===== config.mk =====
export PLATFORM = sky130hd
export DESIGN_NAME = otter_pc_unit_flat
export DESIGN_NICKNAME = d
export VERILOG_FILES = /design/src/rtl/otter_pc_if.sv /design/src/rtl/otter_pc_unit.sv /design/src/flat_wrapper.sv
export SDC_FILE = /design/constraint.sdc
export NUM_CORES = 1
export LEC_CHECK = 0
export BUFFER_PORTS_ARGS = -buffer_cell sky130_fd_sc_hd__buf_2
export CORE_MARGIN = 1.5
export CORE_UTILIZATION = 48
export DETAILED_ROUTE_END_ITERATION = 8
export GPL_TIMING_DRIVEN = 0
export PLACE_DENSITY = 0.68
export SETUP_SLACK_MARGIN = 0.02
export SLEW_MARGIN = 20
export SYNTH_ARGS = -nofsm -noshare
export SYNTH_HDL_FRONTEND = slang
export SYNTH_SLANG_ARGS = --single-unit

===== constraint.sdc =====
create_clock -name PC_CLK -period 5 [get_ports PC_CLK]
set_input_delay 0.75 -clock PC_CLK [delete_from_list [all_inputs] [get_ports PC_CLK]]
set_output_delay 0.75 -clock PC_CLK [all_outputs]
set_load 0.02 [all_outputs]

===== src/rtl/otter_pc_if.sv =====
// Bus between the fetch/branch control logic (master) and the PC unit (slave).
interface otter_pc_if #(
  parameter int XLEN      = 32,
  parameter int RAS_DEPTH = 4
);
  localparam int CW = $clog2(RAS_DEPTH + 1);

  logic            PC_STALL;
  logic            PC_LD;
  logic [XLEN-1:0] PC_DIN;
  logic            PC_PUSH;
  logic            PC_POP;
  logic            PC_ERR_CLR;
  logic [XLEN-1:0] PC_CNT;
  logic [XLEN-1:0] PC_NEXT;
  logic [CW-1:0]   RAS_COUNT;
  logic            RAS_EMPTY;
  logic            RAS_FULL;
  logic            RAS_ERR;

  modport master (
    output PC_STALL, PC_LD, PC_DIN, PC_PUSH, PC_POP, PC_ERR_CLR,
    input  PC_CNT, PC_NEXT, RAS_COUNT, RAS_EMPTY, RAS_FULL, RAS_ERR
  );

  modport slave (
    input  PC_STALL, PC_LD, PC_DIN, PC_PUSH, PC_POP, PC_ERR_CLR,
    output PC_CNT, PC_NEXT, RAS_COUNT, RAS_EMPTY, RAS_FULL, RAS_ERR
  );
endinterface


===== src/rtl/otter_pc_unit.sv =====
// Program counter with a circular return-address stack (RAS).
// Priority: stall > pop (return) > load (jump) > sequential increment.
module otter_pc_unit #(
  parameter int              XLEN      = 32,
  parameter logic [XLEN-1:0] RESET_VEC = '0,
  parameter int              INC       = 4,
  parameter int              RAS_DEPTH = 4
) (
  input  logic      PC_CLK,
  input  logic      PC_RST_N,
  otter_pc_if.slave pc_bus
);
  localparam int              CW      = $clog2(RAS_DEPTH + 1);
  localparam int              PW      = $clog2(RAS_DEPTH);
  localparam logic [XLEN-1:0] INC_C   = XLEN'(INC);
  localparam logic [CW-1:0]   DEPTH_C = CW'(RAS_DEPTH);

  logic [XLEN-1:0] pc_q, pc_d;
  logic [XLEN-1:0] pc_next;
  logic [CW-1:0]   cnt_q, cnt_d;
  logic [PW-1:0]   top_q, top_d;
  logic            err_q, err_d;
  logic            err_set;
  logic            wr_en;
  logic [PW-1:0]   wr_idx;
  logic [XLEN-1:0] stack_q [RAS_DEPTH];

  logic ras_empty, ras_full;

  assign pc_next   = pc_q + INC_C;
  assign ras_empty = (cnt_q == '0);
  assign ras_full  = (cnt_q == DEPTH_C);

  // Next-state decision for PC, stack pointer/count, stack write and error flag.
  always_comb begin
    pc_d    = pc_next;
    cnt_d   = cnt_q;
    top_d   = top_q;
    err_set = 1'b0;
    wr_en   = 1'b0;
    wr_idx  = top_q + 1'b1;
    if (pc_bus.PC_STALL) begin
      pc_d = pc_q;
    end else if (pc_bus.PC_POP) begin
      if (ras_empty) begin
        // Return with nothing on the stack: fall back to PC_DIN and flag underflow.
        pc_d    = pc_bus.PC_DIN;
        err_set = 1'b1;
        if (pc_bus.PC_PUSH) begin
          wr_en = 1'b1;
          top_d = top_q + 1'b1;
          cnt_d = cnt_q + 1'b1;
        end
      end else begin
        pc_d = stack_q[top_q];
        if (pc_bus.PC_PUSH) begin
          // Return-and-call: replace the top in place, depth unchanged.
          wr_en  = 1'b1;
          wr_idx = top_q;
        end else begin
          top_d = top_q - 1'b1;
          cnt_d = cnt_q - 1'b1;
        end
      end
    end else if (pc_bus.PC_LD) begin
      pc_d = pc_bus.PC_DIN;
      if (pc_bus.PC_PUSH) begin
        // Writing one past the top overwrites the oldest entry once full.
        wr_en = 1'b1;
        top_d = top_q + 1'b1;
        if (ras_full) err_set = 1'b1;
        else          cnt_d   = cnt_q + 1'b1;
      end
    end
    if (err_set)                err_d = 1'b1;
    else if (pc_bus.PC_ERR_CLR) err_d = 1'b0;
    else                        err_d = err_q;
  end

  // Control state: PC, stack pointer, entry count and sticky error flag.
  always_ff @(posedge PC_CLK or negedge PC_RST_N) begin
    if (!PC_RST_N) begin
      pc_q  <= RESET_VEC;
      cnt_q <= '0;
      top_q <= '0;
      err_q <= 1'b0;
    end else begin
      pc_q  <= pc_d;
      cnt_q <= cnt_d;
      top_q <= top_d;
      err_q <= err_d;
    end
  end

  // Stack entries hold data only and are not cleared by reset.
  always_ff @(posedge PC_CLK) begin
    if (wr_en && PC_RST_N) stack_q[wr_idx] <= pc_next;
  end

  assign pc_bus.PC_CNT    = pc_q;
  assign pc_bus.PC_NEXT   = pc_next;
  assign pc_bus.RAS_COUNT = cnt_q;
  assign pc_bus.RAS_EMPTY = ras_empty;
  assign pc_bus.RAS_FULL  = ras_full;
  assign pc_bus.RAS_ERR   = err_q;
endmodule

===== src/flat_wrapper.sv =====
// flat-port wrapper written by rule: the top's interface ports become plain ports
module otter_pc_unit_flat 
#(
  parameter int              XLEN      = 32,
  parameter logic [XLEN-1:0] RESET_VEC = '0,
  parameter int              INC       = 4,
  parameter int              RAS_DEPTH = 4
)
  (PC_CLK, PC_RST_N, pc_bus_PC_STALL, pc_bus_PC_LD, pc_bus_PC_DIN, pc_bus_PC_PUSH, pc_bus_PC_POP, pc_bus_PC_ERR_CLR, pc_bus_PC_CNT, pc_bus_PC_NEXT, pc_bus_RAS_COUNT, pc_bus_RAS_EMPTY, pc_bus_RAS_FULL, pc_bus_RAS_ERR);
  otter_pc_if #(.XLEN(XLEN), .RAS_DEPTH(RAS_DEPTH)) pc_bus_i ();
  input  logic PC_CLK;
  input  logic PC_RST_N;
  input wire logic [$bits(pc_bus_i.PC_STALL)-1:0] pc_bus_PC_STALL;
  input wire logic [$bits(pc_bus_i.PC_LD)-1:0] pc_bus_PC_LD;
  input wire logic [$bits(pc_bus_i.PC_DIN)-1:0] pc_bus_PC_DIN;
  input wire logic [$bits(pc_bus_i.PC_PUSH)-1:0] pc_bus_PC_PUSH;
  input wire logic [$bits(pc_bus_i.PC_POP)-1:0] pc_bus_PC_POP;
  input wire logic [$bits(pc_bus_i.PC_ERR_CLR)-1:0] pc_bus_PC_ERR_CLR;
  output wire logic [$bits(pc_bus_i.PC_CNT)-1:0] pc_bus_PC_CNT;
  output wire logic [$bits(pc_bus_i.PC_NEXT)-1:0] pc_bus_PC_NEXT;
  output wire logic [$bits(pc_bus_i.RAS_COUNT)-1:0] pc_bus_RAS_COUNT;
  output wire logic [$bits(pc_bus_i.RAS_EMPTY)-1:0] pc_bus_RAS_EMPTY;
  output wire logic [$bits(pc_bus_i.RAS_FULL)-1:0] pc_bus_RAS_FULL;
  output wire logic [$bits(pc_bus_i.RAS_ERR)-1:0] pc_bus_RAS_ERR;
  assign pc_bus_i.PC_STALL = pc_bus_PC_STALL;
  assign pc_bus_i.PC_LD = pc_bus_PC_LD;
  assign pc_bus_i.PC_DIN = pc_bus_PC_DIN;
  assign pc_bus_i.PC_PUSH = pc_bus_PC_PUSH;
  assign pc_bus_i.PC_POP = pc_bus_PC_POP;
  assign pc_bus_i.PC_ERR_CLR = pc_bus_PC_ERR_CLR;
  assign pc_bus_PC_CNT = pc_bus_i.PC_CNT;
  assign pc_bus_PC_NEXT = pc_bus_i.PC_NEXT;
  assign pc_bus_RAS_COUNT = pc_bus_i.RAS_COUNT;
  assign pc_bus_RAS_EMPTY = pc_bus_i.RAS_EMPTY;
  assign pc_bus_RAS_FULL = pc_bus_i.RAS_FULL;
  assign pc_bus_RAS_ERR = pc_bus_i.RAS_ERR;
  otter_pc_unit #(.XLEN(XLEN), .RESET_VEC(RESET_VEC), .INC(INC), .RAS_DEPTH(RAS_DEPTH)) u_core (.PC_CLK(PC_CLK), .PC_RST_N(PC_RST_N), .pc_bus(pc_bus_i));
endmodule

==> results of run 1 <==
==> area by class of cell <==
cell class / instances / area share (%)
flip-flops and latches: 166 / 51.7
multi-input cells: 311 / 29.1
repair buffers: 120 / 7.48
clock buffers: 24 / 5.42
well taps: 216 / 2.91
plain buffers: 36 / 1.84
clock inverters: 8 / 1.03
inverters: 12 / 0.486
==> routing by layer <==
layer	wire, um	share of wire, %	up-vias	track usage (%)
li1	-	-	2352	-
met1	8240	41	2675	32.3
met2	9640	48	274	40.5
met3	1440	7.2	45	5.53
met4	679	3.4	0	11.6
met5	0	0	-	0
==> metrics by stage <==
step	setup TNS (ns)	setup WS (ns)	power (mW)	util (%)
finish	0	1.42	5.14	58.8
global route	0	1.34	5.37	58.8
CTS	0	1.48	5.15	58.8
detailed placement	0	1.53	3.85	55.0
global placement	-134.85	-1.89	3.76	53.8
floorplan	0	0.618	3.22	-
==> logic make-up after synthesis <==
group                    synth area share (%)
AND/OR/NAND/NOR                          9.74
adder cells (fa/ha/maj)                 0.652
flip-flops                               62.4
XOR/XNOR                                 3.99
multiplexers                             10.7
buffers and inverters                    2.80
AO/OA/AOI/OAI                            9.63
==> path summary, 6_finish.rpt <==
kind	slack [ns]	end	cells past startpoint	startpoint
hold / removal	0.48	u_core.pc_bus.PC_CNT[22]	1	PC_RST_N
hold reg to reg	0.51	u_core.pc_bus.RAS_ERR	1	u_core.pc_bus.RAS_ERR
min in group PC_CLK	0.51	u_core.pc_bus.RAS_ERR	1	u_core.pc_bus.RAS_ERR
setup reg to reg	1.91	u_core.stack_q[3][16]	10	u_core.pc_bus.RAS_COUNT[0]
max in group asynchronous	3.90	u_core.pc_bus.PC_CNT[2]	1	PC_RST_N
setup / recovery	1.42	pc_bus_PC_NEXT[21]	6	u_core.pc_bus.PC_CNT[8]
==> power by group through the flow <==
| stage | combinational, mW | sequential (mW) | clock, mW |
|---|---|---|---|
| CTS | 1.83 | 1.99 | 1.32 |
| detailed placement | 1.83 | 2.02 | 0 |
| global placement | 1.75 | 2.01 | 0 |
| finish | 1.82 | 2.00 | 1.32 |
| floorplan | 1.12 | 2.10 | 0 |
| global route | 1.97 | 2.02 | 1.38 |
==> state kept, by name (all words and copies together), names as in the netlist <==
| signal | cells |
|---|---|
| u_core.pc_bus.RAS_COUNT | 3 |
| u_core.top_q | 2 |
| u_core.stack_q | 128 |
| u_core.pc_bus.PC_CNT | 32 |
| u_core.pc_bus.RAS_ERR | 1 |
==> cell usage in the layout (no fill, tap or decap), drive strengths merged, types with 2 or more instances in the layout <==
| master | instances |
|---|---|
| a21oi | 17 |
| nand3b | 2 |
| a221oi | 2 |
| mux4 | 32 |
| a22oi | 11 |
| xor2 | 17 |
| a221o | 6 |
| nand2 | 33 |
| buf | 139 |
| and3 | 9 |
| nand3 | 13 |
| bufinv | 2 |
| a2bb2oi | 2 |
| clkbuf | 41 |
| dfrtp | 38 |
| nor2 | 24 |
| xnor2 | 18 |
| nand2b | 2 |
| mux2i | 7 |
| a31oi | 6 |
| clkinvlp | 2 |
| nor4 | 6 |
| clkinv | 4 |
| nand4 | 7 |
| o31a | 2 |
| mux2 | 3 |
| nor3 | 15 |
| ha | 4 |
| and2 | 5 |
| a222oi | 4 |
| o22ai | 9 |
| o21ai | 23 |
| and4 | 5 |
| a22o | 7 |
| a32o | 2 |
| o2bb2ai | 6 |
| edfxtp | 128 |
| inv | 12 |
==> worst register-to-register path, stage by stage (launching register included) <==
cell and delay, ns:
dfrtp_1 0.39, inv_1 0.12, ha_1 0.22, nand2b_1 0.06, buf_2 0.20, nand2_1 0.14
clkbuf_1 0.48, xnor2_1 0.23, nor3b_2 0.49, buf_4 0.29, buf_6 0.17
==> impl_metrics.json, run 1 <==
{
  "run_status": "complete, no violations",
  "dp_hpwl_mm": 14.4,
  "start_util_pct": 48.7,
  "p_leak_nw": 3.55,
  "clk_pin_slew_worst_paths_ns": 0.06,
  "fp.dieW_um": 129,
  "fin_worst_skew_ns": 0.00595,
  "relSlewSlack_pct": 34.0,
  "gp_congestion": 0.869,
  "switching_power_mw": 1.83,
  "synth_top_flop_cell": "edfxtp_1",
  "port_buffers": 108,
  "coreArea_um2": 15800,
  "synthCells": 525,
  "wl_per_cell_um": 22.4,
  "p_comb_share_pct": 35.5,
  "wl_mm": 20.0,
  "grt_usage_pct": 25.0,
  "htree_levels": 4,
  "seq_area_frac_synth_pct": 62.4,
  "critical-path-max-stage-delay_ns": 0.54,
  "cp_top_family": "simple AND/OR/NAND/NOR gates",
  "finalCritPeriodShare_pct": 71.6,
  "grt_max_degree": 40,
  "p_per_area_nw_per_um2": 554,
  "switching_share_pct": 35.7,
  "hold_buffers": 0,
  "drt_iter0_drc": 571,
  "num_rows": 46,
  "synthTopCellsByCount": "edfxtp_1 (128), dfrtp_1 (38), mux4_2 (32), nand2_1 (32), nor2_1 (24)",
  "regArea_um2": 4790,
  "timing.hold.ws_ns": 0.482,
  "yosys_warnings": 0,
  "synthesis.area_um2": 7680,
  "startpoint_type": "flip-flop",
  "antenna_found_initial": 0,
  "worst_pin_slew_ns": 0.991,
  "p_clk_share_pct": 25.6,
  "cts_sinks": 166,
  "hold_violations": 0,
  "final_area_um2": 9270,
  "crit_path_end_kind": "output port",
  "drive_above_1_share_pct": 32.2,
  "io_pins": 109,
  "synth_edf_count": 128,
  "dp_cells": 861,
  "yosysMostFrequentCell": "edfxtp_1",
  "multiInputGateArea_um2": 2700,
  "crit_arrival_ns": 2.83,
  "path_cells": "and3_1 -> nand4_4 -> nor2_1 -> and3_1 -> xor2_1 -> buf_2",
  "finalMaxSlewViolations": 0,
  "finalCriticalPeriod_ns": 3.58,
  "drc_errors": 0,
  "synth_area_leaders": "edfxtp_1 (50%), dfrtp_1 (12%), mux4_2 (9.4%), xnor2_1 (2.1%), xor2_1 (1.9%)",
  "hold_path_class": "input port to asynchronous set/reset pin",
  "via_per_inst": 5.99,
  "cts_setup_buffers": 0,
  "die_area_um2": 16800,
  "cts_root_buf": "clkbuf_16",
  "synthDistinctLibCells": 56,
  "synth_nets": 568,
  "path_buf_inv": 1,
  "synth_area_leader_cell": "edfxtp_1",
  "synth_top_area_share_pct": 50.1,
  "grt_pass1_vias": 5356,
  "avgSynthCellArea_um2": 14.6,
  "fin_cells": 893,
  "diodes": 0,
  "cts_tree": "built",
  "cts_buffers": 17,
  "grt_remaining_overflow": 0,
  "internal_power_mw": 3.30,
  "die_h_um": 129,
  "clock_path_buffers": 2,
  "cts_resized": 0,
  "worstSetupPathType": "flip-flop to output port",
  "grt_pass1_wl_mm": 30.1,
  "cp.required_ns": 4.25,
  "clk_latency_ns": 0.43,
  "setup_viol": 0,
  "synth-seq-cells": 166,
  "dr.pass1.iters": 5,
  "ant_nets": 0,
  "p_seq_share_pct": 38.9,
  "slowest_stage": "dfrtp_1",
  "fmax_mhz": 279,
  "nFillCells": 1278,
  "nNetsFinal": 707,
  "max_cap_viol_count": 0,
  "vias": 5346,
  "async_reset_ff_share_pct": 22.9,
  "place_area_um2": 8670,
  "peakVddDrop_v": 0.000277,
  "crit_fanout": 8,
  "syn2layout_area_growth_pct": 20.8,
  "grt_setup_unrepaired": "false",
  "crit_top_cell": "and3_1"
}
Power figures use the tool's default switching activity.
==> inputs of run 2 (changes only) <==
- ABC_AREA: not set -> 1
- PLACE_DENSITY: 0.68 -> 0.67
- clock period: 5 -> 3.35 ns (I/O delays scaled with it)
==> run 2 against run 1 <==
  * Synthesized cell count is 67% higher
  * Cell count rose by 39%
  * Clock power rose by 46%
  * First-iteration DRC count fell by 6.0%
==> impl_metrics.json, run 2 <==
{
  "layout_commonest_cell": "nand2_1",
  "antenna_found_initial": 0,
  "timing.hold.ws_ns": 0.0643,
  "num_rows": 47,
  "finalMaxSlewViolations": 0,
  "switching_share_pct": 41.8,
  "synthTopCellsByCount": "nand2_1 (218), edfxtp_1 (128), nand3_1 (88)",
  "hold_violations": 0,
  "async_reset_ff_share_pct": 22.9,
  "nFillCells": 1510,
  "run_status": "complete, no violations",
  "fin_ws_ns": 0.441,
  "die_area_um2": 17800,
  "p_per_area_nw_per_um2": 845,
  "synthDistinctLibCells": 31,
  "io_pins": 109,
  "pre_cts_ws_ns": 0.391,
  "dp_hpwl_mm": 16.0,
  "dp_cells": 1208,
  "critical-path-max-stage-delay_ns": 0.45,
  "coreArea_um2": 16600,
  "finalPower_mw": 8.18,
  "tns_ns": 0,
  "grt_usage_pct": 26.4,
  "cp_top_family": "simple AND/OR/NAND/NOR gates",
  "drc_errors": 0,
  "p_clk_share_pct": 23.6,
  "finalCoreUtilization_pct": 58.4,
  "worst_pin_slew_ns": 0.750,
  "slowest_stage": "xor2_1",
  "cts_tree": "built",
  "crit_arrival_ns": 2.41,
  "grt_pass1_vias": 6161,
  "final_area_um2": 9680,
  "fin_cells": 1240,
  "synth_edf_count": 128,
  "p_leak_nw": 4.04,
  "clock_path_buffers": 2,
  "clk_pin_slew_worst_paths_ns": 0.07,
  "synth_area_leader_cell": "edfxtp_1",
  "fmax_mhz": 344,
  "path_cells": "ha_1 -> nand2_1 -> nor2_2 -> nand2_2 -> nor2_2 -> xor2_1 -> buf_2",
  "peakVddDrop_v": 0.000420,
  "dr.pass1.iters": 5,
  "syn2layout_area_growth_pct": 18.9,
  "cts_setup_buffers": 0,
  "timing.rr.start": "u_core.pc_bus.RAS_COUNT[0]",
  "hold_buffers": 0,
  "yosysMostFrequentCell": "nand2_1",
  "cts_root_buf": "clkbuf_16",
  "p_comb_share_pct": 39.4,
  "nNetsFinal": 1050,
  "grt_max_degree": 40,
  "relSlewSlack_pct": 49.8,
  "clk_latency_ns": 0.43,
  "finalCritPeriodShare_pct": 86.8,
  "via_per_inst": 5.35,
  "place_area_um2": 9100,
  "synth_top_area_share_pct": 47.2,
  "synth-seq-cells": 166,
  "cts_buffers": 17,
  "wl_per_cell_um": 18.2,
  "grt_setup_unrepaired": "false",
  "drt_iter0_drc": 537,
  "grt_remaining_overflow": 0,
  "die_h_um": 133,
  "wl_mm": 22.6,
  "cp.required_ns": 2.85,
  "cts_resized": 0,
  "start_util_pct": 49.1,
  "finalCriticalPeriod_ns": 2.91,
  "synthesis.area_um2": 8140,
  "port_buffers": 105,
  "fin_worst_skew_ns": 0.00597,
  "synth_top_flop_cell": "edfxtp_1",
  "ant_nets": 0,
  "most-common-layout-cells": "nand2_1 (218), edfxtp_1 (128), buf_2 (124)",
  "max_cap_viol_count": 0,
  "synth_area_leaders": "edfxtp_1 (47%), dfrtp_1 (12%), nand2_1 (10%), nand3_1 (5.4%), a21oi_1 (4.2%)",
  "largest_register_ffs": 128,
  "seq_area_frac_synth_pct": 58.9,
  "grt_pass1_wl_mm": 34.8,
  "crit_fanout": 6,
  "avgSynthCellArea_um2": 9.27,
  "internal_power_mw": 4.76,
  "diodes": 0,
  "p_seq_share_pct": 37.0,
  "setup_viol": 0,
  "switching_power_mw": 3.42,
  "worstSetupPathType": "flip-flop to output port",
  "synthCells": 878,
  "hold_path_class": "input port to asynchronous set/reset pin",
  "fp.dieW_um": 133,
  "htree_levels": 4,
  "crit_start": "u_core.pc_bus.PC_CNT[2]",
  "drive_above_1_share_pct": 19.4,
  "path_buf_inv": 1,
  "crit_top_cell": "nor2_2",
  "cts_sinks": 166,
  "crit_path_end_kind": "output port",
  "regMostFlops": "u_core.stack_q",
  "startpoint_type": "flip-flop",
  "yosys_warnings": 0,
  "gp_congestion": 0.892,
  "vias": 6629,
  "synth_nets": 921
}
-- run 2: cell types whose count changed after synthesis, sizes merged, moves of 15 or more --
| cell | delta |
|---|---|
| a21oi | +53 |
| mux4 | -32 |
| o21ai | +30 |
| nand2 | +187 |
| nor2 | +79 |
| nor3 | -15 |
| inv | +62 |
| nand3 | +75 |
-- run 2: path summary, 6_finish.rpt --
kind,to,slack [ns],cells past startpoint
setup / recovery,pc_bus_PC_NEXT[12],0.44,7
hold / removal,u_core.pc_bus.RAS_COUNT[1],0.06,1
setup reg to reg,u_core.stack_q[0][27],0.72,11
hold reg to reg,u_core.pc_bus.RAS_COUNT[0],0.52,1
max in group asynchronous,u_core.pc_bus.PC_CNT[26],2.88,1
min in group PC_CLK,u_core.pc_bus.RAS_ERR,0.26,2
-- run 2: final cells by class --
| type | instances | area, um^2 | area share, % |
|---|---|---|---|
| flip-flops and latches | 166 | 4790 | 49.5 |
| inverters | 74 | 278 | 2.87 |
| clock inverters | 13 | 121 | 1.25 |
| repair buffers | 110 | 651 | 6.72 |
| clock buffers | 19 | 464 | 4.79 |
| well taps | 220 | 275 | 2.84 |
| plain buffers | 44 | 216 | 2.24 |
| multi-input cells | 594 | 2880 | 29.8 |
-- run 2: cell families (layout without fill, tap and decap cells) --
kind of cell	after synthesis	in the layout	share of synthesized area [%]
adders and majority gates	4	4	0.615
xor gates and xnor gates	22	22	2.64
buffers and inverters	118	260	6.07
and+or+nand+nor	426	426	22.6
DFF	166	166	58.9
AOI/OAI and AO/OA	142	142	9.23
-- run 2: layer usage --
metal | up-vias | part of all wire, % | global-route usage, %
met5 | - | 0 | 0
met4 | 0 | 1.2 | 8.45
met3 | 22 | 6.8 | 4.60
met2 | 242 | 47 | 41.9
met1 | 3158 | 45 | 37.1
li1 | 3207 | - | -
-- run 2: power by group through the flow --
stage	sequential (mW)	combinational [mW]	clock, mW
2_1_floorplan	3.17	1.94	0
3_3_place_gp	3.07	3.10	0
3_5_place_dp	3.06	3.19	0
4_1_cts	3.02	3.21	1.94
5_1_grt	3.06	3.54	2.02
6_report	3.03	3.22	1.93
==> inputs of run 3 (changes only) <==
--- a/config.mk
+++ b/config.mk
@@ -11,6 +11,8 @@
 export CORE_UTILIZATION = 48
 export DETAILED_ROUTE_END_ITERATION = 8
+export GPL_ROUTABILITY_DRIVEN = 1
 export GPL_TIMING_DRIVEN = 0
 export PLACE_DENSITY = 0.67
+export REMOVE_ABC_BUFFERS = 1
 export SETUP_SLACK_MARGIN = 0.02
 export SLEW_MARGIN = 20
==> constraint.sdc (replaced) <==
create_clock -name PC_CLK -period 3.35 [get_ports PC_CLK]
set_input_delay 0.1675 -clock PC_CLK [delete_from_list [all_inputs] [get_ports PC_CLK]]
set_output_delay 0.1675 -clock PC_CLK [all_outputs]
set_load 0.02 [all_outputs]
==> run 3 against run 2 <==
  * Global-route usage fell by 1.7 points
  * Non-clock buffer count fell by 34
  * Die area did not move
  * Via count fell by 2.8%
  * Hold slack got worse by 0.039 ns
  * Cell count fell by 2.7%
  * Register-to-register slack got worse by 0.32 ns
==> impl_metrics.json, run 3 (same netlist as run 2, synthesis figures left out) <==
{
  "fp.dieW_um": 133,
  "setup_viol": 0,
  "via_per_inst": 5.34,
  "run_status": "complete, no violations",
  "crit_path_end_kind": "flip-flop",
  "dp_hpwl_mm": 13.3,
  "pre_cts_ws_ns": -0.233,
  "cts_root_buf": "clkbuf_16",
  "dp_cells": 1170,
  "rrSetupSlack_ns": 0.40,
  "clock_path_buffers": 2,
  "drive_above_1_share_pct": 17.9,
  "cts_setup_buffers": 0,
  "crit_start": "u_core.pc_bus.RAS_COUNT[0]",
  "peakVddDrop_v": 0.000475,
  "grt_max_degree": 75,
  "cts_sinks": 166,
  "vias": 6445,
  "timing.rr.start": "u_core.pc_bus.RAS_COUNT[0]",
  "path_buf_inv": 4,
  "grt_setup_unrepaired": "false",
  "p_per_area_nw_per_um2": 828,
  "worst_pin_slew_ns": 1.05,
  "die_h_um": 133,
  "clk_latency_ns": 0.43,
  "crit_fanout": 19,
  "hold_depth": 3,
  "worstSetupPathType": "flip-flop to flip-flop",
  "cts_tree": "built",
  "grt_pass1_vias": 6148,
  "crit_arrival_ns": 3.08,
  "clk_pin_slew_worst_paths_ns": 0.06,
  "path_cells": "inv_1 -> ha_1 -> inv_1 -> nor2_4 -> nor2_4 -> nand2_1 -> o21ai_2 -> xor2_1 -> inv_1 -> nor2_4 -> buf_16",
  "nNetsFinal": 1018,
  "hold_violations": 0,
  "antenna_found_initial": 0,
  "rr_endpoint": "u_core.stack_q[0][30]",
  "fin_worst_skew_ns": 0.00784,
  "relSlewSlack_pct": 29.9,
  "fmax_mhz": 339,
  "io_pins": 109,
  "gp_congestion": 0.832,
  "port_buffers": 108,
  "startpoint_type": "flip-flop",
  "hold_path_end": "u_core.pc_bus.PC_CNT[4]",
  "critical-path-max-stage-delay_ns": 0.44,
  "coreArea_um2": 16600,
  "finalCritPeriodShare_pct": 88.1,
  "cp.required_ns": 3.48,
  "diodes": 0,
  "r2r_cells": 11,
  "htree_levels": 4,
  "max_cap_viol_count": 0,
  "cts_buffers": 17,
  "dr.pass1.iters": 5,
  "drt_iter0_drc": 576,
  "wl_mm": 21.2,
  "grt_usage_pct": 24.6,
  "die_area_um2": 17800,
  "ant_nets": 0,
  "finalCoreUtilization_pct": 57.8,
  "layout_commonest_cell": "nand2_1",
  "hold_path_class": "input port to flip-flop",
  "largest_register_ffs": 128,
  "grt_remaining_overflow": 0,
  "fin_cells": 1207,
  "drc_errors": 0,
  "syn2layout_area_growth_pct": 17.7,
  "fin_ws_ns": 0.399,
  "cp_top_family": "simple AND/OR/NAND/NOR gates",
  "slowest_stage": "nor2_4",
  "grt_pass1_wl_mm": 33.4,
  "finalCriticalPeriod_ns": 2.95,
  "start_util_pct": 49.1,
  "num_rows": 47,
  "p_leak_nw": 3.96,
  "finalMaxSlewViolations": 0,
  "wl_per_cell_um": 17.5,
  "most-common-layout-cells": "nand2_1 (218), edfxtp_1 (128), buf_2 (107)",
  "worstHoldStart": "pc_bus_PC_DIN[4]",
  "cts_resized": 0,
  "regMostFlops": "u_core.stack_q"
}
run 3: final cells by class:
type	instances	area [um^2]
Fill cell	1512	7000
Tap cell	220	275
Multi-Input combinational cell	596	2910
Timing Repair Buffer	120	796
Clock inverter	5	27.5
Sequential cell	166	4800
Clock buffer	26	499
Inverter	74	278
run 3: repair_timing:
action                                 CTS  global route
gates cloned                             1             1
hold buffers                             4             0
setup endpoints to repair               88            19
endpoints found under the hold margin   41             0
pin swaps                                1             1
run 3: metrics by stage:
| stage | power, mW | hold WS, ns | area [um^2] | TNS, ns |
|---|---|---|---|---|
| after floorplan | 4.98 | -0.128 | 7930 | -131.00 |
| after global placement | 5.96 | 0.367 | 8740 | -512.43 |
| after detailed placement | 6.16 | 0.365 | 8990 | -7.03 |
| after CTS | 7.94 | 0.00224 | 9570 | 0 |
| after global routing | 8.40 | 0.0613 | 9580 | 0 |
| final | 7.93 | 0.0252 | 9580 | 0 |
run 3: worst max-delay path by stage:
stage               slack (ns)                     to  cells past startpoint
floorplan                -1.26   u_core.stack_q[3][0]                      4
global placement         -4.08  u_core.stack_q[3][29]                      4
detailed placement       -0.23  u_core.stack_q[0][30]                     11
CTS                       0.10  u_core.stack_q[0][30]                     11
global route              0.17  u_core.stack_q[0][30]                     11
finish                    0.40  u_core.stack_q[0][30]                     11
run 3: layer usage:
layer | GRT usage [%] | share of wire, %
met1 | 33.4 | 44
met2 | 40.4 | 49
met3 | 4.79 | 5.6
met4 | 7.43 | 1.4
met5 | 0 | 0
run 3: report_power, final:
part           switching [mW]  total [mW]  internal, mW
sequential              0.416        3.11          2.69
combinational            2.08        3.06         0.985
clock                   0.742        1.76          1.02
run 3: worst min-delay path: stages:
cell     delay [ns]
buf_2          0.07
a21oi_1        0.05
a21oi_1        0.12
